## src/rtl/id_ex_stage_reg_if.sv

```systemverilog
// ---------------------------------------------------------------------------
// id_ex_stage_reg_if
//
// Purpose:
//   Bundles the ID-side inputs and EX-side outputs of the ID/EX pipeline
//   register. The clock and reset stay as plain ports on the stage itself.
//
// Signal summary:
//   ID -> stage : id_valid, id_uses_rt, id_rs/rt/rd, id_* control bits,
//                 id_aluop, id_pc4, id_rdata1, id_rdata2, id_imm, flush
//   stage -> EX : idex_valid, idex_* control bits, idex_aluop, idex_pc4,
//                 idex_rdata1, idex_rdata2, idex_imm, idex_regs/regt/regd
//   stage -> IF : pc_write, ifid_write (combinational hazard stall)
//   status      : stall_cnt (saturating load-use bubble count)
//
// Modports:
//   master : the pipeline surroundings (decode stage, fetch, EX consumers)
//   slave  : the ID/EX stage register itself
// ---------------------------------------------------------------------------
interface id_ex_stage_reg_if #(
    parameter int DATA_W  = 32,
    parameter int ALUOP_W = 3,
    parameter int CNT_W   = 16
);
    // ID-stage fields
    logic               id_valid;
    logic               id_uses_rt;
    logic [4:0]         id_rs;
    logic [4:0]         id_rt;
    logic [4:0]         id_rd;
    logic               id_regwrite;
    logic               id_memtoreg;
    logic               id_memread;
    logic               id_memwrite;
    logic               id_alusrc;
    logic               id_regdst;
    logic [ALUOP_W-1:0] id_aluop;
    logic [DATA_W-1:0]  id_pc4;
    logic [DATA_W-1:0]  id_rdata1;
    logic [DATA_W-1:0]  id_rdata2;
    logic [DATA_W-1:0]  id_imm;
    logic               flush;

    // EX-stage fields
    logic               idex_valid;
    logic               idex_regwrite;
    logic               idex_memtoreg;
    logic               idex_memread;
    logic               idex_memwrite;
    logic               idex_alusrc;
    logic               idex_regdst;
    logic [ALUOP_W-1:0] idex_aluop;
    logic [DATA_W-1:0]  idex_pc4;
    logic [DATA_W-1:0]  idex_rdata1;
    logic [DATA_W-1:0]  idex_rdata2;
    logic [DATA_W-1:0]  idex_imm;
    logic [4:0]         idex_regs;
    logic [4:0]         idex_regt;
    logic [4:0]         idex_regd;

    // Hazard outputs and status
    logic               pc_write;
    logic               ifid_write;
    logic [CNT_W-1:0]   stall_cnt;

    modport master (
        output id_valid, id_uses_rt, id_rs, id_rt, id_rd,
               id_regwrite, id_memtoreg, id_memread, id_memwrite,
               id_alusrc, id_regdst, id_aluop,
               id_pc4, id_rdata1, id_rdata2, id_imm, flush,
        input  idex_valid, idex_regwrite, idex_memtoreg, idex_memread,
               idex_memwrite, idex_alusrc, idex_regdst, idex_aluop,
               idex_pc4, idex_rdata1, idex_rdata2, idex_imm,
               idex_regs, idex_regt, idex_regd,
               pc_write, ifid_write, stall_cnt
    );

    modport slave (
        input  id_valid, id_uses_rt, id_rs, id_rt, id_rd,
               id_regwrite, id_memtoreg, id_memread, id_memwrite,
               id_alusrc, id_regdst, id_aluop,
               id_pc4, id_rdata1, id_rdata2, id_imm, flush,
        output idex_valid, idex_regwrite, idex_memtoreg, idex_memread,
               idex_memwrite, idex_alusrc, idex_regdst, idex_aluop,
               idex_pc4, idex_rdata1, idex_rdata2, idex_imm,
               idex_regs, idex_regt, idex_regd,
               pc_write, ifid_write, stall_cnt
    );
endinterface

```

## src/rtl/id_ex_stage_reg.sv

```systemverilog
// ---------------------------------------------------------------------------
// id_ex_stage_reg
//
// Purpose:
//   ID/EX pipeline register of a classic 5-stage pipeline. Captures the
//   decoded ID fields every cycle and presents them to EX one cycle later.
//   Also hosts the load-use hazard detector: when the instruction in EX is a
//   load whose destination (rt) is a source of the instruction in ID, PC and
//   IF/ID are held for one cycle and a bubble is inserted into EX. A branch /
//   jump flush from downstream squashes the ID instruction and takes
//   priority over the hazard.
//
// Ports:
//   clk_i : clock, rising edge
//   rst_n : asynchronous active-low reset, clears every registered output
//   bus   : id_ex_stage_reg_if.slave (ID inputs, EX outputs, pc_write,
//           ifid_write, stall_cnt)
//
// Parameters:
//   DATA_W  : width of read data, immediate and pc+4 fields
//   ALUOP_W : width of the ALU op control field
//   CNT_W   : width of the saturating load-use bubble counter
//   (must match the parameters of the connected interface instance)
// ---------------------------------------------------------------------------
module id_ex_stage_reg #(
    parameter int DATA_W  = 32,
    parameter int ALUOP_W = 3,
    parameter int CNT_W   = 16
) (
    input  logic              clk_i,
    input  logic              rst_n,
    id_ex_stage_reg_if.slave  bus
);

    // Everything the EX stage sees, kept as one record so that a bubble is
    // simply "the whole record is zero".
    typedef struct packed {
        logic               valid;
        logic               regwrite;
        logic               memtoreg;
        logic               memread;
        logic               memwrite;
        logic               alusrc;
        logic               regdst;
        logic [ALUOP_W-1:0] aluop;
        logic [DATA_W-1:0]  pc4;
        logic [DATA_W-1:0]  rdata1;
        logic [DATA_W-1:0]  rdata2;
        logic [DATA_W-1:0]  imm;
        logic [4:0]         regs;
        logic [4:0]         regt;
        logic [4:0]         regd;
    } ex_fields_t;

    ex_fields_t       ex_q;
    ex_fields_t       ex_d;
    logic [CNT_W-1:0] stall_cnt_q;
    logic [CNT_W-1:0] stall_cnt_d;

    logic             rt_nonzero;
    logic             rs_match;
    logic             rt_match;
    logic             hazard;
    logic             bubble;
    logic             cnt_saturated;

    // -----------------------------------------------------------------------
    // Load-use hazard detection
    //
    // Purely a function of the registered EX state and the current ID
    // inputs. Register 0 is hard-wired to zero, so a load targeting it can
    // never create a real dependency. The rt comparison only matters when
    // the ID instruction actually reads rt. Flush masks the hazard: the ID
    // instruction is being squashed anyway, so stalling for it would only
    // lose a cycle.
    // -----------------------------------------------------------------------
    assign rt_nonzero = (ex_q.regt != 5'd0);
    assign rs_match   = (ex_q.regt == bus.id_rs);
    assign rt_match   = bus.id_uses_rt && (ex_q.regt == bus.id_rt);

    assign hazard = ex_q.memread && bus.id_valid && !bus.flush &&
                    rt_nonzero && (rs_match || rt_match);

    assign bus.pc_write   = !hazard;
    assign bus.ifid_write = !hazard;

    // Flush and hazard both turn into the same all-zero bubble.
    assign bubble = bus.flush || hazard;

    assign cnt_saturated = (stall_cnt_q == {CNT_W{1'b1}});

    // -----------------------------------------------------------------------
    // Next-state logic
    // -----------------------------------------------------------------------
    always_comb begin
        // NOTE: every combinational output gets a default first, so no path
        // through the block can leave it unassigned and infer a latch.
        ex_d        = '0;
        stall_cnt_d = stall_cnt_q;

        if (!bubble) begin
            // Control bits are qualified by id_valid so an empty ID slot can
            // never write a register or touch memory from EX onward.
            ex_d.valid    = bus.id_valid;
            ex_d.regwrite = bus.id_valid && bus.id_regwrite;
            ex_d.memtoreg = bus.id_valid && bus.id_memtoreg;
            ex_d.memread  = bus.id_valid && bus.id_memread;
            ex_d.memwrite = bus.id_valid && bus.id_memwrite;
            ex_d.alusrc   = bus.id_valid && bus.id_alusrc;
            ex_d.regdst   = bus.id_valid && bus.id_regdst;
            ex_d.aluop    = bus.id_aluop;
            ex_d.pc4      = bus.id_pc4;
            ex_d.rdata1   = bus.id_rdata1;
            ex_d.rdata2   = bus.id_rdata2;
            ex_d.imm      = bus.id_imm;
            ex_d.regs     = bus.id_rs;
            ex_d.regt     = bus.id_rt;
            ex_d.regd     = bus.id_rd;
        end

        // Only load-use bubbles are counted; flush bubbles are excluded
        // because hazard is already masked by flush. The count sticks at
        // all-ones rather than wrapping.
        if (hazard && !cnt_saturated) begin
            stall_cnt_d = stall_cnt_q + 1'b1;
        end
    end

    // -----------------------------------------------------------------------
    // State registers
    // -----------------------------------------------------------------------
    // NOTE: sequential state is updated with non-blocking assignments so all
    // flops sample their _d values from the same edge, independent of order.
    always_ff @(posedge clk_i or negedge rst_n) begin
        if (!rst_n) begin
            ex_q        <= '0;
            stall_cnt_q <= '0;
        end else begin
            ex_q        <= ex_d;
            stall_cnt_q <= stall_cnt_d;
        end
    end

    // -----------------------------------------------------------------------
    // Output mapping
    // -----------------------------------------------------------------------
    assign bus.idex_valid    = ex_q.valid;
    assign bus.idex_regwrite = ex_q.regwrite;
    assign bus.idex_memtoreg = ex_q.memtoreg;
    assign bus.idex_memread  = ex_q.memread;
    assign bus.idex_memwrite = ex_q.memwrite;
    assign bus.idex_alusrc   = ex_q.alusrc;
    assign bus.idex_regdst   = ex_q.regdst;
    assign bus.idex_aluop    = ex_q.aluop;
    assign bus.idex_pc4      = ex_q.pc4;
    assign bus.idex_rdata1   = ex_q.rdata1;
    assign bus.idex_rdata2   = ex_q.rdata2;
    assign bus.idex_imm      = ex_q.imm;
    assign bus.idex_regs     = ex_q.regs;
    assign bus.idex_regt     = ex_q.regt;
    assign bus.idex_regd     = ex_q.regd;
    assign bus.stall_cnt     = stall_cnt_q;

endmodule

```

## src/flat_wrapper.sv

```systemverilog
// flat-port wrapper written by rule: the top's interface ports become plain ports
module id_ex_stage_reg_flat 
#(
    parameter int DATA_W  = 32,
    parameter int ALUOP_W = 3,
    parameter int CNT_W   = 16
)
  (clk_i, rst_n, bus_id_valid, bus_id_uses_rt, bus_id_rs, bus_id_rt, bus_id_rd, bus_id_regwrite, bus_id_memtoreg, bus_id_memread, bus_id_memwrite, bus_id_alusrc, bus_id_regdst, bus_id_aluop, bus_id_pc4, bus_id_rdata1, bus_id_rdata2, bus_id_imm, bus_flush, bus_idex_valid, bus_idex_regwrite, bus_idex_memtoreg, bus_idex_memread, bus_idex_memwrite, bus_idex_alusrc, bus_idex_regdst, bus_idex_aluop, bus_idex_pc4, bus_idex_rdata1, bus_idex_rdata2, bus_idex_imm, bus_idex_regs, bus_idex_regt, bus_idex_regd, bus_pc_write, bus_ifid_write, bus_stall_cnt);
  id_ex_stage_reg_if #(.DATA_W(DATA_W), .ALUOP_W(ALUOP_W), .CNT_W(CNT_W)) bus_i ();
  input  logic clk_i;
  input  logic rst_n;
  input wire logic [$bits(bus_i.id_valid)-1:0] bus_id_valid;
  input wire logic [$bits(bus_i.id_uses_rt)-1:0] bus_id_uses_rt;
  input wire logic [$bits(bus_i.id_rs)-1:0] bus_id_rs;
  input wire logic [$bits(bus_i.id_rt)-1:0] bus_id_rt;
  input wire logic [$bits(bus_i.id_rd)-1:0] bus_id_rd;
  input wire logic [$bits(bus_i.id_regwrite)-1:0] bus_id_regwrite;
  input wire logic [$bits(bus_i.id_memtoreg)-1:0] bus_id_memtoreg;
  input wire logic [$bits(bus_i.id_memread)-1:0] bus_id_memread;
  input wire logic [$bits(bus_i.id_memwrite)-1:0] bus_id_memwrite;
  input wire logic [$bits(bus_i.id_alusrc)-1:0] bus_id_alusrc;
  input wire logic [$bits(bus_i.id_regdst)-1:0] bus_id_regdst;
  input wire logic [$bits(bus_i.id_aluop)-1:0] bus_id_aluop;
  input wire logic [$bits(bus_i.id_pc4)-1:0] bus_id_pc4;
  input wire logic [$bits(bus_i.id_rdata1)-1:0] bus_id_rdata1;
  input wire logic [$bits(bus_i.id_rdata2)-1:0] bus_id_rdata2;
  input wire logic [$bits(bus_i.id_imm)-1:0] bus_id_imm;
  input wire logic [$bits(bus_i.flush)-1:0] bus_flush;
  output wire logic [$bits(bus_i.idex_valid)-1:0] bus_idex_valid;
  output wire logic [$bits(bus_i.idex_regwrite)-1:0] bus_idex_regwrite;
  output wire logic [$bits(bus_i.idex_memtoreg)-1:0] bus_idex_memtoreg;
  output wire logic [$bits(bus_i.idex_memread)-1:0] bus_idex_memread;
  output wire logic [$bits(bus_i.idex_memwrite)-1:0] bus_idex_memwrite;
  output wire logic [$bits(bus_i.idex_alusrc)-1:0] bus_idex_alusrc;
  output wire logic [$bits(bus_i.idex_regdst)-1:0] bus_idex_regdst;
  output wire logic [$bits(bus_i.idex_aluop)-1:0] bus_idex_aluop;
  output wire logic [$bits(bus_i.idex_pc4)-1:0] bus_idex_pc4;
  output wire logic [$bits(bus_i.idex_rdata1)-1:0] bus_idex_rdata1;
  output wire logic [$bits(bus_i.idex_rdata2)-1:0] bus_idex_rdata2;
  output wire logic [$bits(bus_i.idex_imm)-1:0] bus_idex_imm;
  output wire logic [$bits(bus_i.idex_regs)-1:0] bus_idex_regs;
  output wire logic [$bits(bus_i.idex_regt)-1:0] bus_idex_regt;
  output wire logic [$bits(bus_i.idex_regd)-1:0] bus_idex_regd;
  output wire logic [$bits(bus_i.pc_write)-1:0] bus_pc_write;
  output wire logic [$bits(bus_i.ifid_write)-1:0] bus_ifid_write;
  output wire logic [$bits(bus_i.stall_cnt)-1:0] bus_stall_cnt;
  assign bus_i.id_valid = bus_id_valid;
  assign bus_i.id_uses_rt = bus_id_uses_rt;
  assign bus_i.id_rs = bus_id_rs;
  assign bus_i.id_rt = bus_id_rt;
  assign bus_i.id_rd = bus_id_rd;
  assign bus_i.id_regwrite = bus_id_regwrite;
  assign bus_i.id_memtoreg = bus_id_memtoreg;
  assign bus_i.id_memread = bus_id_memread;
  assign bus_i.id_memwrite = bus_id_memwrite;
  assign bus_i.id_alusrc = bus_id_alusrc;
  assign bus_i.id_regdst = bus_id_regdst;
  assign bus_i.id_aluop = bus_id_aluop;
  assign bus_i.id_pc4 = bus_id_pc4;
  assign bus_i.id_rdata1 = bus_id_rdata1;
  assign bus_i.id_rdata2 = bus_id_rdata2;
  assign bus_i.id_imm = bus_id_imm;
  assign bus_i.flush = bus_flush;
  assign bus_idex_valid = bus_i.idex_valid;
  assign bus_idex_regwrite = bus_i.idex_regwrite;
  assign bus_idex_memtoreg = bus_i.idex_memtoreg;
  assign bus_idex_memread = bus_i.idex_memread;
  assign bus_idex_memwrite = bus_i.idex_memwrite;
  assign bus_idex_alusrc = bus_i.idex_alusrc;
  assign bus_idex_regdst = bus_i.idex_regdst;
  assign bus_idex_aluop = bus_i.idex_aluop;
  assign bus_idex_pc4 = bus_i.idex_pc4;
  assign bus_idex_rdata1 = bus_i.idex_rdata1;
  assign bus_idex_rdata2 = bus_i.idex_rdata2;
  assign bus_idex_imm = bus_i.idex_imm;
  assign bus_idex_regs = bus_i.idex_regs;
  assign bus_idex_regt = bus_i.idex_regt;
  assign bus_idex_regd = bus_i.idex_regd;
  assign bus_pc_write = bus_i.pc_write;
  assign bus_ifid_write = bus_i.ifid_write;
  assign bus_stall_cnt = bus_i.stall_cnt;
  id_ex_stage_reg #(.DATA_W(DATA_W), .ALUOP_W(ALUOP_W), .CNT_W(CNT_W)) u_core (.clk_i(clk_i), .rst_n(rst_n), .bus(bus_i));
endmodule
```

## config.mk

```make
export PLATFORM = sky130hd
export DESIGN_NAME = id_ex_stage_reg_flat
export DESIGN_NICKNAME = d
export VERILOG_FILES = /design/src/rtl/id_ex_stage_reg_if.sv /design/src/rtl/id_ex_stage_reg.sv /design/src/flat_wrapper.sv
export SDC_FILE = /design/constraint.sdc
export NUM_CORES = 1
export LEC_CHECK = 0
export CORE_AREA = 4 4 125 127
export CTS_CLUSTER_DIAMETER = 150
export DETAILED_ROUTE_END_ITERATION = 8
export DIE_AREA = 0 0 129 131
export GPL_TIMING_DRIVEN = 0
export PLACE_DENSITY = 0.84
export SLEW_MARGIN = 40
export SYNTH_ARGS = -nofsm -noshare
export SYNTH_HDL_FRONTEND = slang
export SYNTH_SLANG_ARGS = --single-unit
```

## constraint.sdc

```tcl
create_clock -name clk_i -period 5.5 [get_ports clk_i]
set_input_delay 1.1 -clock clk_i [delete_from_list [all_inputs] [get_ports clk_i]]
set_output_delay 1.1 -clock clk_i [all_outputs]
set_load 0.01 [all_outputs]
```

==> flow_summary.json, run 1 <==
{
  "post-place-ws_ns": 1.18,
  "tightest_slew_ns": 0.403,
  "crit_start": "bus_id_rt[2]",
  "layout_common_cells": "326 x clkdlybuf4s50_1, 169 x dfrtp_1, 151 x and2_1",
  "intPower_mw": 2.24,
  "cp.required_ns": 4.40,
  "synth_area_per_cell_um2": 13.9,
  "slowest_stage": "clkdlybuf4s50_1",
  "synth_nets": 578,
  "initialDrtViolationCount": 175,
  "grt_pass1_wl_um": 25400,
  "worstSetupStartpointType": "input pin",
  "p_leak_nw": 4.39,
  "die_area_um2": 16900,
  "grt-ovfl-total": 0,
  "io_pins": 328,
  "swShare": 0.216,
  "ys_warn_count": 0,
  "maxSlewHeadroom": 0.731,
  "row_count": 44,
  "seqPwrFrac": 0.462,
  "r2r-start": "u_core.bus.stall_cnt[0]",
  "reg2reg_to": "u_core.bus.stall_cnt[1]",
  "status": "complete, no violations",
  "critical_path.most_common_cell": "clkdlybuf4s50_1",
  "slew_viol_final": 0,
  "synth_area_um2": 5860,
  "num_antenna_cells": 0,
  "cp_max_fo": 10,
  "ys_seq_area_frac": 0.722,
  "vias": 4313,
  "die_w_um": 129,
  "min_period_over_period": 0.787,
  "grtUsageTotal": 0.200,
  "fmax_mhz": 231,
  "fin_skew_ns": 0.00921,
  "antenna_found_initial": 1,
  "die_h_um": 131,
  "root_buffer": "clkbuf_16",
  "final_nets": 926,
  "numCtsBuffers": 17,
  "switching_power_mw": 0.618,
  "p_per_area_nw_per_um2": 286,
  "critical-path-max-stage-delay_ns": 0.51,
  "syn2layout_area_growth_pct": 70.9,
  "clkLatencyLatePin_ns": 0.41,
  "path_class": "input pin to primary output",
  "place_congestion": 0.817,
  "finalWorstSetupSlack_ns": 1.17,
  "hold_buffers": 0,
  "clkPwrFrac": 0.409,
  "cts_setup_buffers": 0,
  "first_pass_iters": 4,
  "grt_max_degree": 77,
  "endpoint_kind": "primary output",
  "cp.arrival_ns": 3.23,
  "path_clk_slew_ns": 0.06,
  "cts_resized": 0,
  "clock_sinks": 169,
  "crit_family": "buffers and inverters",
  "drc": 0,
  "max-vdd-ir-drop_mv": 0.185,
  "ant_nets": 0,
  "hold_viol_final": 0,
  "drv_cap": 0,
  "grt_pass1_vias": 4678,
  "final.min_clock_period_ns": 4.33,
  "wl_per_cell_um": 17.7,
  "synth.ff_latch_count": 169,
  "fin_util": 0.694,
  "core_area_um2": 14400,
  "dp.final_hpwl_um": 13500,
  "finalSetupTns_ns": 0,
  "drive_gt1_frac": 0.0781,
  "hp-class": "input pin to async pin",
  "cts_tree": "done",
  "start_util": 0.406,
  "worst-path-buf-inv": 4,
  "holdWs_ns": 0.521,
  "reg2reg_slack_ns": 3.47,
  "port_buffers": 327,
  "postSynthCellCount": 420,
  "h-tree-depth": 4,
  "vias_per_cell": 4.47,
  "share_comb_of_total_power": 0.130,
  "synthDistinctLibCells": 31,
  "rr_worst_depth": 6,
  "rsz0062_at_grt": "no",
  "mostFrequentLayoutCell": "clkdlybuf4s50_1",
  "setup_viol": 0,
  "cts_buffer_depth": 2,
  "crit_chain": "clkdlybuf4s50_1 > xnor2_1 > nand4_1 > o22ai_4 > buf_2 > nand2_1 > buf_4 > clkdlybuf4s50_1",
  "wl_um": 17100
}
-- flip-flops by register name, summed over array words and instances (netlist names) --
signal	flops
u_core.bus.idex_regs	5
u_core.bus.idex_regd	5
u_core.bus.idex_rdata2	32
u_core.bus.idex_memtoreg	1
u_core.bus.idex_valid	1
u_core.bus.idex_regt	5
u_core.bus.idex_pc4	32
u_core.bus.idex_imm	32
u_core.bus.idex_aluop	3
u_core.bus.idex_memread	1
u_core.bus.idex_memwrite	1
u_core.bus.idex_regwrite	1
u_core.bus.idex_regdst	1
u_core.bus.idex_alusrc	1
u_core.bus.stall_cnt	16
u_core.bus.idex_rdata1	32
-- cell families after synthesis --
group,after synthesis,synth area share
fa+ha+maj,1,0.00214
compound gates,5,0.0109
flops,169,0.722
mux,2,0.00385
buf+inv,20,0.0171
simple gates,199,0.208
xor+xnor,24,0.0359
-- power groups by stage --
stage / Combinational, mW / Clock (mW) / Sequential, mW
detailed placement: 0.375 / 0 / 1.34
floorplan: 0.0627 / 0 / 1.37
CTS: 0.378 / 1.20 / 1.32
global placement: 0.363 / 0 / 1.34
finish: 0.371 / 1.17 / 1.32
global route: 0.398 / 1.25 / 1.33
-- synthesized netlist by cell type, drive strengths merged --
cell type	n	area share
and2	151	0.16
nand2b	2	0.0021
buf	5	0.0047
and3	6	0.0068
xor2	1	0.0015
a211oi	1	0.0021
ha	1	0.0021
nor3	1	0.00085
o22ai	1	0.0034
nor4	2	0.0021
nand3b	1	0.0013
nor2	5	0.0032
nand4	7	0.0075
o31a	1	0.0030
and4b	1	0.0017
nand3	13	0.012
clkbuf	14	0.012
and4	2	0.0034
xnor2	23	0.034
nand2	7	0.0045
dfrtp	169	0.72
mux2	2	0.0038
or3	1	0.0011
inv	1	0.00064
a21oi	2	0.0023
-- area by class of cell --
type | count | area [µm²]
inverters | 1 | 3.75
flip-flops and latches | 169 | 4230
clock buffers | 22 | 474
multi-input cells | 231 | 1530
repair buffers | 329 | 3330
well taps | 184 | 230
fillers | 990 | 4410
clock inverters | 10 | 116
plain buffers | 19 | 96.3
-- metal layers --
| layer | up-vias | global-route usage | routed length (µm) | part of all wire |
|---|---|---|---|---|
| met4 | 2 | 0.0896 | 467 | 0.027 |
| met5 | - | 0 | 20 | 0.0012 |
| met3 | 36 | 0.0650 | 1350 | 0.079 |
| li1 | 2017 | - | - | - |
| met1 | 2065 | 0.228 | 6220 | 0.36 |
| met2 | 193 | 0.345 | 9010 | 0.53 |
-- how the worst max path moves through the flow --
stage                     slack (ns)  depth (start not counted)                      to
final                           1.17                          8            bus_pc_write
after global routing            1.02                          8            bus_pc_write
after CTS                       1.16                          8            bus_pc_write
after detailed placement        1.18                          8            bus_pc_write
after global placement         -3.12                          1  u_core.bus.idex_pc4[6]
after floorplan                 2.29                          6            bus_pc_write
-- metrics by stage --
stage / area [µm²] / total power [mW] / std cells
after global placement: 9360 / 1.70 / 931
after global routing: 10000 / 2.98 / 965
after detailed placement: 9420 / 1.72 / 933
after CTS: 10000 / 2.90 / 965
final: 10000 / 2.86 / 965
after floorplan: 5860 / 1.44 / 420
No activity file was read; power rests on OpenSTA's default activity.
==> inputs of run 2 (changes only) <==
--- a/config.mk
+++ b/config.mk
@@ -5,12 +5,12 @@
 export SDC_FILE = /design/constraint.sdc
 export NUM_CORES = 1
 export LEC_CHECK = 0
-export CORE_AREA = 4 4 125 127
+export CORE_AREA = 4 4 130 132
 export CTS_CLUSTER_DIAMETER = 150
 export DETAILED_ROUTE_END_ITERATION = 8
-export DIE_AREA = 0 0 129 131
+export DIE_AREA = 0 0 134 136
 export GPL_TIMING_DRIVEN = 0
-export PLACE_DENSITY = 0.84
+export PLACE_DENSITY = 0.78
 export SLEW_MARGIN = 40
 export SYNTH_ARGS = -nofsm -noshare
 export SYNTH_HDL_FRONTEND = slang
==> constraint.sdc (replaced) <==
create_clock -name clk_i -period 4.4 [get_ports clk_i]
set_input_delay 0.88 -clock clk_i [delete_from_list [all_inputs] [get_ports clk_i]]
set_output_delay 0.88 -clock clk_i [all_outputs]
set_load 0.01 [all_outputs]
==> run 2 against run 1 <==
First-iteration DRC count down 6.9%. Clock skew down 0.0018 ns. Count of clock-buffer cells in the layout down 1. Critical path type unchanged.
==> flow_summary.json, run 2 (same netlist as run 1, synthesis figures left out) <==
{
  "clkPwrFrac": 0.406,
  "die_w_um": 134,
  "path_clk_slew_ns": 0.06,
  "finalPower_mw": 3.56,
  "place_congestion": 0.798,
  "grt_pass1_vias": 4874,
  "dp.final_hpwl_um": 13600,
  "maxSlewHeadroom": 0.720,
  "drv_cap": 0,
  "worstSetupStartpointType": "input pin",
  "share_comb_of_total_power": 0.130,
  "layout_common_cells": "326 x clkdlybuf4s50_1, 169 x dfrtp_1, 151 x and2_1",
  "grtUsageTotal": 0.192,
  "min_period_over_period": 0.874,
  "status": "complete, no violations",
  "finalSetupTns_ns": 0,
  "numCtsBuffers": 17,
  "crit_start": "bus_id_rt[4]",
  "vias": 4382,
  "max-vdd-ir-drop_mv": 0.221,
  "ant_nets": 0,
  "rsz0062_at_grt": "no",
  "slew_viol_final": 0,
  "slowest_stage": "clkdlybuf4s50_1",
  "reg2reg_to": "u_core.bus.stall_cnt[1]",
  "syn2layout_area_growth_pct": 71.4,
  "worst-path-buf-inv": 4,
  "reg2reg_slack_ns": 2.36,
  "drc": 0,
  "grt_pass1_wl_um": 26900,
  "cts_tree": "done",
  "h-tree-depth": 4,
  "root_buffer": "clkbuf_16",
  "grt_max_degree": 79,
  "hold_viol_final": 0,
  "rr_worst_depth": 6,
  "initialDrtViolationCount": 163,
  "switching_power_mw": 0.786,
  "hp-class": "input pin to async pin",
  "hold_buffers": 0,
  "cp.required_ns": 3.52,
  "final.min_clock_period_ns": 3.85,
  "intPower_mw": 2.77,
  "io_pins": 328,
  "setup_viol": 0,
  "port_buffers": 327,
  "fillers": 1232,
  "p_per_area_nw_per_um2": 354,
  "dp.cells": 965,
  "wl_per_cell_um": 17.4,
  "seqPwrFrac": 0.464,
  "antenna_found_initial": 1,
  "endpoint_kind": "primary output",
  "drive_gt1_frac": 0.0768,
  "fin_skew_ns": 0.00746,
  "die_h_um": 136,
  "holdWs_ns": 0.282,
  "path_class": "input pin to primary output",
  "cp.arrival_ns": 2.97,
  "start_util": 0.373,
  "cp_max_fo": 10,
  "clock_sinks": 169,
  "crit_chain": "clkdlybuf4s50_1 > xnor2_1 > nand4_1 > o22ai_4 > buf_2 > nand2_1 > buf_4 > clkdlybuf4s50_1",
  "p_leak_nw": 4.38,
  "tightest_slew_ns": 0.419,
  "crit_family": "buffers and inverters",
  "critical-path-max-stage-delay_ns": 0.50,
  "mostFrequentLayoutCell": "clkdlybuf4s50_1",
  "clkLatencyLatePin_ns": 0.42,
  "swShare": 0.221,
  "core_area_um2": 15700,
  "layout.cells.non_filler": 998,
  "first_pass_iters": 4,
  "wl_um": 17400,
  "fmax_mhz": 260,
  "cts_setup_buffers": 0,
  "vias_per_cell": 4.39,
  "critical_path.most_common_cell": "clkdlybuf4s50_1",
  "cts_resized": 0,
  "grt-ovfl-total": 0,
  "die_area_um2": 18200,
  "r2r-start": "u_core.bus.stall_cnt[0]",
  "cts_buffer_depth": 2,
  "final_nets": 926,
  "row_count": 46,
  "fin_util": 0.639
}
## run 2: metrics by stage
step / cell area, µm² / setup WS, ns
CTS: 10000 / 0.563
global route: 10000 / 0.420
floorplan: 5860 / 1.63
detailed placement: 9460 / 0.585
global placement: 9400 / -3.97
finish: 10000 / 0.553
## run 2: worst max-delay path by stage
stage / to / slack [ns] / cells after the start
after floorplan: bus_pc_write / 1.63 / 6
after global placement: u_core.bus.idex_regdst / -3.97 / 1
after detailed placement: bus_pc_write / 0.58 / 8
after CTS: bus_pc_write / 0.56 / 8
after global routing: bus_pc_write / 0.42 / 8
final: bus_pc_write / 0.55 / 8
## run 2: area by class of cell
class,count,area [µm²],area share
Antenna cell,1,2.50,0.000249
Multi-Input combinational cell,231,1530,0.152
Tap cell,216,270,0.0269
Clock inverter,11,123,0.0122
Sequential cell,169,4230,0.421
Inverter,1,3.75,0.000374
Clock buffer,21,450,0.0449
Timing Repair Buffer,329,3330,0.332
Buffer,19,96.3,0.00960
## run 2: layer usage
layer	GRT usage	routed length [µm]
met4	0.0926	620
met5	0	0
met1	0.202	6010
met2	0.338	9090
met3	0.0759	1670
## run 2: worst reg2reg max path, delay by kind of cell (launching register included)
kind	cells	cell delay [ns]
mux	1	0.33
compound gates	1	0.32
simple gates	3	0.62
flops	1	0.42
fa+ha+maj	1	0.24
## run 2: power groups by stage
stage | Clock (mW) | Combinational [mW] | Sequential [mW]
floorplan | 0 | 0.0784 | 1.72
global placement | 0 | 0.454 | 1.68
detailed placement | 0 | 0.470 | 1.68
CTS | 1.48 | 0.473 | 1.65
global route | 1.55 | 0.499 | 1.66
finish | 1.44 | 0.464 | 1.65
==> inputs of run 3 (changes only) <==
--- a/config.mk
+++ b/config.mk
@@ -9,8 +9,8 @@
 export CTS_CLUSTER_DIAMETER = 150
 export DETAILED_ROUTE_END_ITERATION = 8
 export DIE_AREA = 0 0 134 136
-export GPL_TIMING_DRIVEN = 0
 export PLACE_DENSITY = 0.78
+export RECOVER_POWER = 50
 export SLEW_MARGIN = 40
 export SYNTH_ARGS = -nofsm -noshare
 export SYNTH_HDL_FRONTEND = slang
==> run 3 against run 2 <==
The flow now finishes with violations (capacitance limit, slew limit). Non-clock buffer count decreased by 16. Clock skew increased by 0.00060 ns. Clock power fell by 3%. Register-to-register slack lost 0.48 ns. Fmax increased by 9.4%. Combinational power is 5.8% lower. Critical path depth decreased by 2. First-iteration DRC count increased by 15%. Count of clock-buffer cells in the layout unchanged. Final cell count shrank 1.7%. Core utilization shrank 0.96 points. Critical endpoint unchanged. Largest power group unchanged.
==> flow_summary.json, run 3 (same netlist as run 1, synthesis figures left out) <==
{
  "status": "finished, violations left",
  "violations": "capacitance limit, slew limit",
  "hold_buffers": 0,
  "row_count": 46,
  "mostFrequentLayoutCell": "clkdlybuf4s50_1",
  "layout_common_cells": "251 x clkdlybuf4s50_1, 169 x dfrtp_1, 151 x and2_1",
  "fmax_mhz": 285,
  "root_buffer": "clkbuf_16",
  "crit_chain": "dlygate4sd3_1 > xnor2_1 > nand4_1 > o22ai_1 > nand2_1 > clkdlybuf4s50_1",
  "antenna_found_initial": 0,
  "min_period_over_period": 0.799,
  "vias": 4282,
  "die_area_um2": 18200,
  "tightest_slew_ns": 1.82,
  "drc": 0,
  "cts_buffer_depth": 2,
  "port_buffers": 327,
  "cp.arrival_ns": 2.63,
  "grt_pass1_vias": 4744,
  "critical-path-max-stage-delay_ns": 0.56,
  "place_congestion": 0.875,
  "core_area_um2": 15700,
  "hold_viol_final": 0,
  "fin_skew_ns": 0.00806,
  "grt_pass1_wl_um": 25800,
  "io_pins": 328,
  "finalSetupTns_ns": 0,
  "cts_setup_buffers": 0,
  "final_nets": 910,
  "syn2layout_area_growth_pct": 68.8,
  "grt_max_degree": 95,
  "clkLatencyLatePin_ns": 0.42,
  "hp-start": "u_core.bus.stall_cnt[15]",
  "endpoint_kind": "primary output",
  "wl_per_cell_um": 17.2,
  "finalPower_mw": 3.47,
  "crit_start": "bus_id_rt[1]",
  "max-vdd-ir-drop_mv": 0.249,
  "dp.final_hpwl_um": 12900,
  "p_per_area_nw_per_um2": 352,
  "maxSlewHeadroom": -0.212,
  "p_leak_nw": 4.43,
  "worst-path-buf-inv": 2,
  "reg2reg_slack_ns": 1.88,
  "h-tree-depth": 4,
  "grtUsageTotal": 0.185,
  "cts_resized": 0,
  "path_clk_slew_ns": 0.07,
  "ant_nets": 0,
  "die_h_um": 136,
  "setup_viol": 0,
  "initialDrtViolationCount": 188,
  "numCtsBuffers": 17,
  "die_w_um": 134,
  "clock_sinks": 169,
  "slew_viol_final": 77,
  "crit_family": "buffers and inverters",
  "final.min_clock_period_ns": 3.51,
  "fillers": 1205,
  "cp_max_fo": 2,
  "cts_tree": "done",
  "num_antenna_cells": 0,
  "rsz0062_at_grt": "no",
  "rr_worst_depth": 7,
  "drv_cap": 1,
  "worstSetupStartpointType": "input pin",
  "hp-class": "flip-flop to flip-flop",
  "cp.required_ns": 3.52,
  "start_util": 0.373,
  "hold_end": "u_core.bus.stall_cnt[15]",
  "r2r-start": "u_core.bus.idex_regt[2]",
  "drive_gt1_frac": 0.0588,
  "reg2reg_to": "u_core.bus.idex_rdata1[25]",
  "wl_um": 16900,
  "slowest_stage": "dlygate4sd3_1",
  "grt-ovfl-total": 0,
  "vias_per_cell": 4.36,
  "worstHoldPathCells": 1,
  "path_class": "input pin to primary output",
  "first_pass_iters": 4
}
[run 3: cell types whose count changed in the layout (fill, tap and decap cells not counted), sizes merged]
| cell | change |
|---|---|
| inv | +3 |
| bufinv | -2 |
| diode | -1 |
| clkdlybuf4s50 | -75 |
| clkbuf | -11 |
| buf | -5 |
| dlygate4sd3 | +75 |
| clkinv | -3 |
| clkinvlp | +2 |
[run 3: worst max-delay path by stage]
stage | to | slack, ns | cells after the start
2_1_floorplan | bus_pc_write | 1.63 | 6
3_3_place_gp | bus_pc_write | 1.03 | 6
3_5_place_dp | bus_pc_write | 1.02 | 6
4_1_cts | bus_pc_write | 1.0 | 6
5_1_grt | u_core.bus.idex_rdata2[14] | 0.64 | 2
6_report | bus_pc_write | 0.89 | 6
[run 3: through the flow]
stage	instances	worst slack (ns)	utilization	hold slack, ns	instance area, µm²
floorplan	420	1.63	-	0.525	5860
global placement	949	1.03	0.596	0.498	9360
detailed placement	949	1.02	0.596	0.510	9360
CTS	981	0.997	0.631	0.484	9920
global route	981	0.640	0.629	0.533	9880
finish	981	0.885	0.629	0.528	9880
[run 3: report_power, final]
part	leakage [nW]	total (mW)	internal (mW)	switching [mW]
Combinational	1.97	0.437	0.271	0.166
Sequential	2.20	1.65	1.63	0.0225
Clock	0.261	1.39	0.776	0.614
[run 3: area by class of cell]
| class | count | area, µm² | area share |
|---|---|---|---|
| timing repair buffer | 332 | 3300 | 0.334 |
| clock buffer | 21 | 470 | 0.0476 |
| inverter | 1 | 3.75 | 0.000380 |
| sequential | 169 | 4230 | 0.428 |
| multi-input combinational | 231 | 1520 | 0.154 |
| tap | 216 | 270 | 0.0273 |
| clock inverter | 11 | 88.8 | 0.00899 |
[run 3: routing by layer]
layer,up-vias,GRT usage,routed length (µm)
li1,1981,-,-
met1,2057,0.196,6060
met2,205,0.323,8710
met3,39,0.0751,1550
met4,0,0.0869,546
met5,-,0,0
